===== config.mk =====
export PLATFORM = sky130hd
export DESIGN_NAME = led_counter_ctrl
export DESIGN_NICKNAME = d
export VERILOG_FILES = /design/src/rtl/led_ctrl_pkg.sv /design/src/rtl/led_tick_prescaler.sv /design/src/rtl/led_counter_ctrl.sv
export SDC_FILE = /design/constraint.sdc
export NUM_CORES = 1
export LEC_CHECK = 0
export ABC_AREA = 1
export CAP_MARGIN = 0
export CORE_MARGIN = 3
export CORE_UTILIZATION = 53
export CTS_CLUSTER_DIAMETER = 150
export DETAILED_ROUTE_END_ITERATION = 6
export PLACE_DENSITY = 0.83
export SYNTH_ARGS = -nofsm -noshare
export SYNTH_HDL_FRONTEND = slang
export SYNTH_SLANG_ARGS = --single-unit

===== constraint.sdc =====
create_clock -name clk -period 2.17 [get_ports clk]
set_input_delay 0.3255 -clock clk [delete_from_list [all_inputs] [get_ports clk]]
set_output_delay 0.3255 -clock clk [all_outputs]
set_load 0.05 [all_outputs]

===== src/rtl/led_ctrl_pkg.sv =====
// Shared types and constants for the LED counter sequencing controller.
// Imported by led_counter_ctrl and led_tick_prescaler.
package led_ctrl_pkg;

    typedef enum logic [1:0] {
        IDLE = 2'd0,
        RUN  = 2'd1,
        HOLD = 2'd2
    } state_t;

    localparam int WIDTH_DEF = 4;
    localparam int PW_DEF    = 8;

    localparam logic DIR_UP   = 1'b0;
    localparam logic DIR_DOWN = 1'b1;

endpackage : led_ctrl_pkg


===== src/rtl/led_tick_prescaler.sv =====
// Programmable step prescaler: one step every prescale+1 enabled cycles.
// The >= compare lets a lowered prescale take effect on the very next cycle.
module led_tick_prescaler
    import led_ctrl_pkg::*;
#(
    parameter int PW = PW_DEF
) (
    input  logic          clk,
    input  logic          rst,
    input  logic          en,
    input  logic          clr,
    input  logic [PW-1:0] prescale,
    output logic          step
);

    logic [PW-1:0] pre_cnt_r;
    logic          step_s;

    // Step is offered only while counting and not being cleared in the same cycle.
    always_comb begin
        step_s = 1'b0;
        if (en && !clr) begin
            step_s = (pre_cnt_r >= prescale);
        end else begin
            step_s = 1'b0;
        end
    end

    // Prescaler count: cleared on reset/clear/step, advanced while enabled, else retained.
    always_ff @(posedge clk) begin
        if (rst) begin
            pre_cnt_r <= {PW{1'b0}};
        end else if (clr) begin
            pre_cnt_r <= {PW{1'b0}};
        end else if (step_s) begin
            pre_cnt_r <= {PW{1'b0}};
        end else if (en) begin
            pre_cnt_r <= pre_cnt_r + {{(PW-1){1'b0}}, 1'b1};
        end else begin
            pre_cnt_r <= pre_cnt_r;
        end
    end

    assign step = step_s;

endmodule : led_tick_prescaler


===== src/rtl/led_counter_ctrl.sv =====
// Run/pause/stop sequencing controller driving the LED count register directly.
// Optional boundary-crossing pulse output enabled by defining LED_CTRL_WRAP_EN.
module led_counter_ctrl
    import led_ctrl_pkg::*;
#(
    parameter int WIDTH = WIDTH_DEF,
    parameter int PW    = PW_DEF
) (
    input  logic             clk,
    input  logic             rst,
    input  logic             start,
    input  logic             stop,
    input  logic             dir,
    input  logic             load,
    input  logic [WIDTH-1:0] load_val,
    input  logic [PW-1:0]    prescale,
`ifdef LED_CTRL_WRAP_EN
    output logic             wrap,
`endif
    output logic [WIDTH-1:0] led,
    output logic             tick,
    output logic             busy
);

    state_t           state_r;
    state_t           state_nxt_s;
    logic [WIDTH-1:0] led_r;
    logic [WIDTH-1:0] led_nxt_s;
    logic             tick_r;
    logic             tick_nxt_s;
    logic             busy_r;
    logic             pre_en_s;
    logic             pre_clr_s;
    logic             step_s;

    led_tick_prescaler #(
        .PW(PW)
    ) u_prescaler (
        .clk     (clk),
        .rst     (rst),
        .en      (pre_en_s),
        .clr     (pre_clr_s),
        .prescale(prescale),
        .step    (step_s)
    );

    // Next-state decode; stop always beats start, and load forces a prescaler clear.
    always_comb begin
        state_nxt_s = state_r;
        pre_en_s    = 1'b0;
        pre_clr_s   = 1'b0;
        case (state_r)
            IDLE: begin
                pre_clr_s = 1'b1;
                if (start && !stop) begin
                    state_nxt_s = RUN;
                end else begin
                    state_nxt_s = IDLE;
                end
            end
            RUN: begin
                if (stop) begin
                    state_nxt_s = HOLD;
                end else begin
                    state_nxt_s = RUN;
                    pre_en_s    = 1'b1;
                end
            end
            HOLD: begin
                if (stop) begin
                    state_nxt_s = IDLE;
                    pre_clr_s   = 1'b1;
                end else if (start) begin
                    state_nxt_s = RUN;
                end else begin
                    state_nxt_s = HOLD;
                end
            end
            default: begin
                state_nxt_s = IDLE;
                pre_clr_s   = 1'b1;
            end
        endcase
        pre_clr_s = pre_clr_s | load;
    end

    // Count update: load overrides a coincident step and suppresses its tick.
    always_comb begin
        led_nxt_s  = led_r;
        tick_nxt_s = 1'b0;
        if (load) begin
            led_nxt_s = load_val;
        end else if (step_s) begin
            tick_nxt_s = 1'b1;
            if (dir == DIR_DOWN) begin
                led_nxt_s = led_r - {{(WIDTH-1){1'b0}}, 1'b1};
            end else begin
                led_nxt_s = led_r + {{(WIDTH-1){1'b0}}, 1'b1};
            end
        end else begin
            led_nxt_s = led_r;
        end
    end

    // State, count and status registers; rst outranks every other input.
    always_ff @(posedge clk) begin
        if (rst) begin
            state_r <= IDLE;
            led_r   <= {WIDTH{1'b0}};
            tick_r  <= 1'b0;
            busy_r  <= 1'b0;
        end else begin
            state_r <= state_nxt_s;
            led_r   <= led_nxt_s;
            tick_r  <= tick_nxt_s;
            busy_r  <= (state_nxt_s != IDLE);
        end
    end

`ifdef LED_CTRL_WRAP_EN
    logic wrap_nxt_s;
    logic wrap_r;

    // Boundary crossing: 0xF->0x0 counting up or 0x0->0xF counting down.
    always_comb begin
        wrap_nxt_s = 1'b0;
        if (step_s && !load) begin
            if (dir == DIR_DOWN) begin
                wrap_nxt_s = (led_r == {WIDTH{1'b0}});
            end else begin
                wrap_nxt_s = (led_r == {WIDTH{1'b1}});
            end
        end else begin
            wrap_nxt_s = 1'b0;
        end
    end

    // Wrap pulse register, aligned with tick.
    always_ff @(posedge clk) begin
        if (rst) begin
            wrap_r <= 1'b0;
        end else begin
            wrap_r <= wrap_nxt_s;
        end
    end

    assign wrap = wrap_r;
`endif

    assign led  = led_r;
    assign tick = tick_r;
    assign busy = busy_r;

endmodule : led_counter_ctrl


==> Word-level counts from Yosys, hierarchy flattened <==
Cells that the tools add are included.
{ "totals": {"register_bits": 16, "latchBits": 0, "ramBits": 0, "romBits": 0, "inputBits": 18, "output_inout_bits": 6, "word_cells": 35, "mem_count": 0} }
{ "op_classes": {"n_addsub": 3, "mul": 0, "n_div": 0, "order_cmp": 1, "n_eq_ne": 2, "n_shift": 0, "mux": 14, "bitwise": 1, "reduce_logical": 9} }
{ "ops": {"columns": ["operator", "n"], "rows": [
  ["two-way mux 4 bit", 3],
  ["adder 8 x 1 -> 8 bit, second input constant", 1],
  [">= comparator 8 bit", 1],
  ["two-way mux 1 bit", 6],
  ["two-way mux 2 bit", 3],
  ["one-hot mux 2 bit (3 select lines)", 1],
  ["adder 4 x 1 -> 4 bit, second input constant", 1],
  ["nonzero test 2 bit", 2],
  ["subtractor 4 x 1 -> 4 bit, second input constant", 1],
  ["OR reduction 3 bit", 1],
  ["== test 2 x 1 -> 1 bit, second input constant", 1],
  ["== test 2 bit, second input constant", 1],
  ["logical AND 1 bit", 2],
  ["logical NOT 1 bit", 2],
  ["logical NOT 2 bit", 1],
  ["one-hot mux 1 bit (2 select lines)", 1],
  ["OR reduction 2 bit", 1],
  ["OR 1 bit", 1]
]} }

==> Logic depth before layout (Yosys ltp) <==
Gate-level depths: netlist of run 1.
{ "depth": {"depth_word": 8, "ltp_mapped": 13, "ltp_nobuf": 13} }

==> Hierarchy <==
A second synthesis of run 1 with hierarchy kept.
{ "hier_totals": {"hier_cells": 147, "area_unflattened_um2": 1086.0} }
{ "modules_own_cells": {"columns": ["mod", "n_inst", "cells_per_inst", "area_each_um2", "seq_area_each_um2"], "rows": [
  ["led_tick_prescaler", 1, 77, 580.6, 160.2],
  ["led_counter_ctrl", 1, 70, 505.5, 160.2]
]} }

==> Least setup slack after synthesis of run 1 <==
OpenSTA, ideal clock, no wires.
{ "synth_path": {"kind": "register to register", "startpoint": "register led_r[2], in the netlist led[2]", "endpoint": "register led_r[3], in the netlist led[3]", "setup_ns": 0.116, "t_arrival_ns": 1.519, "required_time_ns": 2.054, "slack_ns": 0.535, "path_stages_with_launch": 8, "n_path_buf": 0, "synth_period_minus_slack_ns": 1.635, "path_cell_list": "dfxtp_1 ha_1 a21oi_1 nand2_1 nand2_1 nand3_1 o21ai_0 nor2_1"} }
{ "synth_between": {"elab_chain_cells": 4, "elab_cells_between_ends": 5, "cone_classes": "2 x add/sub; 3 x mux"} }
{ "synth_rtl": {"columns": ["element", "line", "rtl"], "rows": [
  ["start: declaration", "led_counter_ctrl.sv:27", "logic [WIDTH-1:0] led_r;"],
  ["start signal: assignment", "led_counter_ctrl.sv:109", "led_r <= {WIDTH{1'b0}};"],
  ["start signal: assignment", "led_counter_ctrl.sv:114", "led_r <= led_nxt_s;"],
  ["adder 4 x 1 -> 4 bit / subtractor 4 x 1 -> 4 bit (equally long branches)", "led_counter_ctrl.sv:98, led_counter_ctrl.sv:96", null],
  ["two-way mux 4 bit (*)", "led_counter_ctrl.sv:95", "if (dir == DIR_DOWN) begin"],
  ["two-way mux 4 bit (*)", "led_counter_ctrl.sv:93", "end else if (step_s) begin"],
  ["two-way mux 4 bit (*)", "led_counter_ctrl.sv:91", "if (load) begin"]
]} }
Mark *: on every way between the ends. The rest lies on a longest branch, timed or not. The select of a mux whose other input is x is not followed.
A chain may end at the register's enable or synchronous reset.

==> Final worst setup path of run 1 <==
{ "layout_path": {"startpoint": "register led_r[0], in the netlist led[0]", "endpoint": "output port led[0]"} }
{ "layout_lines": {"columns": ["element", "line", "rtl"], "rows": [
  ["end: declaration", "led_counter_ctrl.sv:20", "output logic [WIDTH-1:0] led,"]
]} }
No word-level cell between the ends.

==> results of run 1 <==
[cells by family after synthesis]
kind of cell,after synthesis,synth area share
and+or+nand+nor,70,0.318
buffers and inverters,29,0.0999
DFF,16,0.294
AOI/OAI and AO/OA,13,0.0620
adders and majority gates,12,0.145
xor gates and xnor gates,9,0.0723
muxes,1,0.00919
[state kept, by name, summed over array words and instances, names as in the netlist]
name and count:
busy 1, led 4, u_prescaler.pre_cnt_r 8, tick 1
state_r 2
[metrics by stage]
step	instances	cell area [um^2]	setup slack (ns)
final	202	1390	0.338
after floorplan	150	1090	0.535
after global routing	202	1390	0.276
after global placement	198	1350	0.191
after detailed placement	198	1350	0.133
after CTS	202	1390	0.327
[final cells by class]
class / instances / share of cell area
Multi-Input combinational cell: 105 / 0.476
Sequential cell: 16 / 0.231
Timing Repair Buffer: 23 / 0.166
Inverter: 29 / 0.0784
Clock buffer: 4 / 0.0261
Tap cell: 25 / 0.0225
[worst reg2reg max path, stage by stage, from the launching register on]
cell and delay, ns:
dfxtp_1 0.45, ha_1 0.28, nand2_1 0.09, nor2_1 0.05, nor2_1 0.07, nand2_1 0.06
nand2_1 0.05, nand2_1 0.09, nand2_4 0.12, nand4_4 0.15, nor2_1 0.14
[worst max path at each step]
stage / to / slack, ns / depth (start not counted)
floorplan: led[3] / 0.54 / 7
global placement: led[2] / 0.19 / 12
detailed placement: led[2] / 0.13 / 12
CTS: led[0] / 0.33 / 1
global route: led[0] / 0.28 / 1
finish: led[0] / 0.34 / 1
[synthesized netlist by cell type]
| cell type | instances |
|---|---|
| nand4_1 | 1 |
| a21oi_1 | 7 |
| xor2_1 | 7 |
| nor3_2 | 1 |
| inv_1 | 28 |
| nand4_4 | 1 |
| xnor2_1 | 2 |
| o21ai_0 | 5 |
| nand4_2 | 1 |
| ha_1 | 11 |
| fa_1 | 1 |
| nand2_1 | 29 |
| dfxtp_1 | 16 |
| nor2_1 | 24 |
| o21a_1 | 1 |
| nand2_4 | 2 |
| nor2_2 | 1 |
| inv_2 | 1 |
| nor3_1 | 1 |
| nor2_4 | 3 |
| mux2i_1 | 1 |
| nand3_1 | 6 |
[power breakdown]
part	internal, W	leakage [nW]	switching, W
clock network	0.000102	0.0210	0.0000923
logic	0.0000650	0.545	0.0000775
registers	0.000302	0.130	0.00000585
total	0.000468	0.697	0.000176
[layer usage]
layer / part of all wire / wire length [um] / vias up / global-route usage
met3: 0.036 / 75 / 4 / 0.0292
met4: 0.013 / 27 / 0 / 0.0524
met5: 0 / 0 / - / 0
met1: 0.45 / 958 / 429 / 0.204
met2: 0.50 / 1050 / 22 / 0.337
li1: - / - / 520 / -
==> out/qor.txt, run 1 <==
Seq/Total Area, Yosys = 0.294
Worst path slowest cell = clkdlybuf4s50_1
Final Skew = 0.00657 ns
Layout fillers = 158
Least-Margin Pin Slew = 0.501 ns
All-Layer GR Usage = 0.179
Hold depth = 2
PostCTS Resize Cnt = 0
R2r startpoint = u_prescaler.pre_cnt_r[3]
Final layout net count = 208
Starting Density = 0.593
R2R depth = 10
Clock Path Buffers = 2
Crit-path max FO = 4
MaxCap Viol Count = 0
Crit path arrival time = 1.51 ns
PortBufs = 23
Final period util = 0.844
Number of global-route vias before repair = 960
Slowest stage delay, CP = 0.83 ns
Area grow syn2layout = 27.3%
Endpoint, Worst Hold = led[2]
Crit path kind = reg2out
Buf+Inv Stages, Crit Path = 1
Hold Crit Class = reg2reg
Seq cells post-synth = 16
Worst VDD drop = 397 uV
H-tree level count = 1
Crit path launch = led[0]
Cell family with most CP delay = buffers and inverters
Gr ovfl total = 0
Unrepaired setup endpoints after global routing = false
Post-CTS Setup Bufs = 0
Final HPWL DP = 1.76 mm
Clock-pin slew on the worst setup and hold paths = 0.10 ns
Max-slew violation count = 0
Post-Syn Nets = 180
Syn_area_per_cell = 7.27 um^2
Yosys top cell area share = 0.294
Worst r2r dst = u_prescaler.pre_cnt_r[3]
Min Clock Period, post-route = 1.83 ns
Die span in x = 51.3 um
Most frequent cells in the layout = nand2_1 (29), inv_1 (28), nor2_1 (24)
Post-CTS Hold Buffers = 0
Clock Tree Root = clkbuf_4
Fmax = 546 MHz
WL/cell = 10.4 um
# rows = 15
Antenna cell count = 0
Clock sinks = 16
Largest area contributor in the netlist = dfxtp_1
# IOs = 24
Cell variety after synth = 22
Largest net degree at the start of global routing = 10
Pwr dens = 464 nW/um^2
Register area = 320 um^2
Tot Pwr = 0.000644 W
Drt drc = 0
Leading cell type in the layout, fill and taps excluded = nand2_1
Placer Congestion = 0.817
Wirelength, routed = 2.11 mm
Post-Syn Instances = 150
Outcome = finished, final reports clean
Reg2reg setup slack = 0.56 ns
Largest cells by area after synthesis = dfxtp_1 (29%), ha_1 (13%), nand2_1 (10%), inv_1 (9.6%), nor2_1 (8.3%)
Share of cells above drive strength 1 = 0.0791
DIE AREA = 2640 um^2
Hold slack = 0.515 ns
Antenna violation net count after detailed routing = 0
Synth Warn # = 0
Final Hold Viols = 0
Via count = 975
DRT iter0 DRCs = 14
First-pass GRT wire length = 3.63 mm
Pleak = 0.697 nW
Crit-path cells = clkdlybuf4s50_1
Area of the multi-input gates = 661 um^2
Worst EP required = 1.84 ns
CTS buffer count = 3
CP Capture Type = primary output
Die height = 51.3 um
Core area = 1840 um^2
Initial antenna violation count = 0
HP Start = led[2]
Vias per cell = 4.83
Clock Latency Late Sink = 0.28 ns
Slew headroom = 0.665
Final Setup Violations = 0
Startpoint Class = flip-flop
Final core utilization = 0.754
CTS tree = yes
Mapped cell area = 1090 um^2
Pre-antenna DRT Iters = 4
Setup TNS = 0 ns
(Power assumes the default switching activity.)
==> run 2: changes to the inputs <==
--- a/config.mk
+++ b/config.mk
@@ -8,10 +8,10 @@
 export ABC_AREA = 1
 export CAP_MARGIN = 0
 export CORE_MARGIN = 3
-export CORE_UTILIZATION = 53
+export CORE_UTILIZATION = 49
 export CTS_CLUSTER_DIAMETER = 150
 export DETAILED_ROUTE_END_ITERATION = 6
-export PLACE_DENSITY = 0.83
+export PLACE_DENSITY = 0.78
 export SYNTH_ARGS = -nofsm -noshare
 export SYNTH_HDL_FRONTEND = slang
 export SYNTH_SLANG_ARGS = --single-unit
==> constraint.sdc (replaced) <==
create_clock -name clk -period 1.75 [get_ports clk]
set_input_delay 0.2625 -clock clk [delete_from_list [all_inputs] [get_ports clk]]
set_output_delay 0.2625 -clock clk [all_outputs]
set_load 0.05 [all_outputs]
==> out/qor.txt, run 2 (synthesis gave the netlist of run 1 again) <==
Final layout net count = 212 (+1.9%)
Cell family with most CP delay = buffers and inverters
Slowest stage delay, CP = 0.80 ns (-0.03 ns)
Vias per cell = 4.65 (-3.6%)
Final HPWL DP = 1.79 mm (+1.7%)
Buf+Inv Stages, Crit Path = 1 (unchanged)
Wirelength, routed = 2.17 mm (+2.6%)
P_int = 0.000537 W (+15%)
H-tree level count = 1 (unchanged)
# rows = 16 (+1)
Top sig layer = met4
M1 wire length = 979 um (+2.2%)
Placed Cells = 204 (+3.0%)
Setup Slack @ Placement = -0.234 ns (-0.367 ns)
Pleak = 0.730 nW (+4.8%)
Crit path kind = reg2out
Post-route insts no fill = 207 (+2.5%)
Share of cells above drive strength 1 = 0.178 (+0.0987)
Worst VDD drop = 354 uV (-11%)
CTS buffer count = 3 (unchanged)
Worst path slowest cell = clkdlybuf4s50_1
Largest net degree at the start of global routing = 9 (-1)
Pwr dens = 516 nW/um^2 (+11%)
MaxCap Viol Count = 0 (unchanged)
CTS tree = yes
Post-CTS Hold Buffers = 0 (unchanged)
Fmax = 602 MHz
All-Layer GR Usage = 0.174 (-0.00455)
Clock sinks = 16 (unchanged)
DIE AREA = 2830 um^2 (+7.2%)
Crit-path cells = clkdlybuf4s50_1
Max FFs per register = 8 (unchanged)
Die span in x = 53.2 um (+3.5%)
CP Capture Type = primary output
Number of global-route vias before repair = 937 (-2.4%)
Die height = 53.2 um (+3.5%)
Worst EP required = 1.49 ns (-0.35 ns)
Core area = 2040 um^2 (+11%)
Switching share of power = 0.280 (+0.00745)
Placer Congestion = 0.779 (-4.6%)
Startpoint Class = flip-flop
Register area = 322 um^2 (+0.39%)
# IOs = 24 (unchanged)
Final Setup Violations = 0 (unchanged)
Crit path arrival time = 1.40 ns (-0.11 ns)
Final Hold Viols = 0 (unchanged)
Slew headroom = 0.666 (+0.00175)
Power share of the combinational group = 0.246 (+0.025)
Met3 wire len = 52 um (-31%)
DRT iter0 DRCs = 6 (-8)
Most frequent cells in the layout = nand2_1 (28), inv_1 (27), nor2_1 (19)
Max-slew violation count = 0 (unchanged)
Clock Tree Root = clkbuf_4
Final Skew = 0.00110 ns (-0.00547 ns)
Layout fillers = 166 (+5.1%)
Final core utilization = 0.708 (-0.0461)
Clock Path Buffers = 2 (unchanged)
Antenna cell count = 0 (unchanged)
Via count = 963 (-1.2%)
Gr ovfl total = 0 (unchanged)
Antenna violation net count after detailed routing = 0 (unchanged)
Hold Crit Class = reg2reg
Min Clock Period, post-route = 1.66 ns
First-pass GRT wire length = 3.60 mm (-0.77%)
Leading cell type in the layout, fill and taps excluded = nand2_1
Sw power = 0.000209 W (+19%)
Starting Density = 0.534 (-0.0588)
Area grow syn2layout = 32.7%
Crit-path max FO = 1 (-3)
Least-Margin Pin Slew = 0.499 ns (-0.00262 ns)
Flop pwr share = 0.511 (+0.034)
Drt drc = 0 (unchanged)
Largest Register = u_prescaler.pre_cnt_r
PortBufs = 23 (unchanged)
Clock network power share = 0.243 (-0.059)
Outcome = finished, final reports clean
Clock Latency Late Sink = 0.27 ns (about the same)
WL/cell = 10.5 um (+0.13%)
Area of the multi-input gates = 704 um^2 (+6.6%)
Post-route setup slack = 0.0881 ns (-0.250 ns)
Final period util = 0.950
Pre-antenna DRT Iters = 2 (-2)
Initial antenna violation count = 0 (unchanged)
Clock-pin slew on the worst setup and hold paths = 0.08 ns (-0.02 ns)
DR WL met2 = 1.12 mm (+6.6%)
-- run 2: cell count changes in the layout (fill, tap and decap cells not counted), sizes merged --
cell,before,now
buf,0,8
clkbuf,4,3
clkdlybuf4s50,23,17
dlymetal6s2s,0,2
-- run 2: final timing paths --
path	start	endpoint	slack [ns]	cells past startpoint
max	busy	busy	0.09	1
min	led[2]	led[2]	0.52	2
max reg2reg	u_prescaler.pre_cnt_r[0]	u_prescaler.pre_cnt_r[4]	0.15	11
min reg2reg	led[2]	led[2]	0.52	2
-- run 2: routing by layer --
layer / track usage / vias to the layer above
met5: 0 / -
met4: 0.0766 / 0
met3: 0.0254 / 2
met2: 0.310 / 13
met1: 0.204 / 426
li1: - / 522
-- run 2: per-stage QoR --
stage / total power [W] / cell area [um^2] / hold WS [ns] / setup TNS [ns]
global route: 0.000793 / 1450 / 0.546 / -0.00172
finish: 0.000746 / 1450 / 0.519 / 0
detailed placement: 0.000570 / 1370 / 0.512 / -2.51
floorplan: 0.000492 / 1090 / 0.332 / 0
global placement: 0.000565 / 1370 / 0.506 / -1.55
CTS: 0.000755 / 1400 / 0.524 / 0
-- run 2: layout make-up --
cell class	count	area share
multi-input combinational	105	0.487
sequential	16	0.222
clock buffer	3	0.0156
timing repair buffer	27	0.176
tap	27	0.0234
inverter	29	0.0753
-- run 2: what timing repair did --
action,4_1_cts,5_1_grt
setup endpoints to repair,0,10
setup buffers,0,0
resized for setup,0,13
-- run 2: power by group through the flow --
stage	combinational, W	sequential, W	clock [W]
4_1_cts	0.000182	0.000382	0.000192
5_1_grt	0.000204	0.000383	0.000205
6_report	0.000183	0.000381	0.000181
2_1_floorplan	0.0000752	0.000417	0
3_3_place_gp	0.000176	0.000389	0
3_5_place_dp	0.000180	0.000390	0
==> run 3: changes to the inputs <==
--- a/config.mk
+++ b/config.mk
@@ -12,6 +12,7 @@
 export CTS_CLUSTER_DIAMETER = 150
 export DETAILED_ROUTE_END_ITERATION = 6
 export PLACE_DENSITY = 0.78
+export REMOVE_ABC_BUFFERS = 1
 export SYNTH_ARGS = -nofsm -noshare
 export SYNTH_HDL_FRONTEND = slang
 export SYNTH_SLANG_ARGS = --single-unit
==> results of run 3 <==
Same layout as run 2: the final DEF is identical, and so are final timing and power.
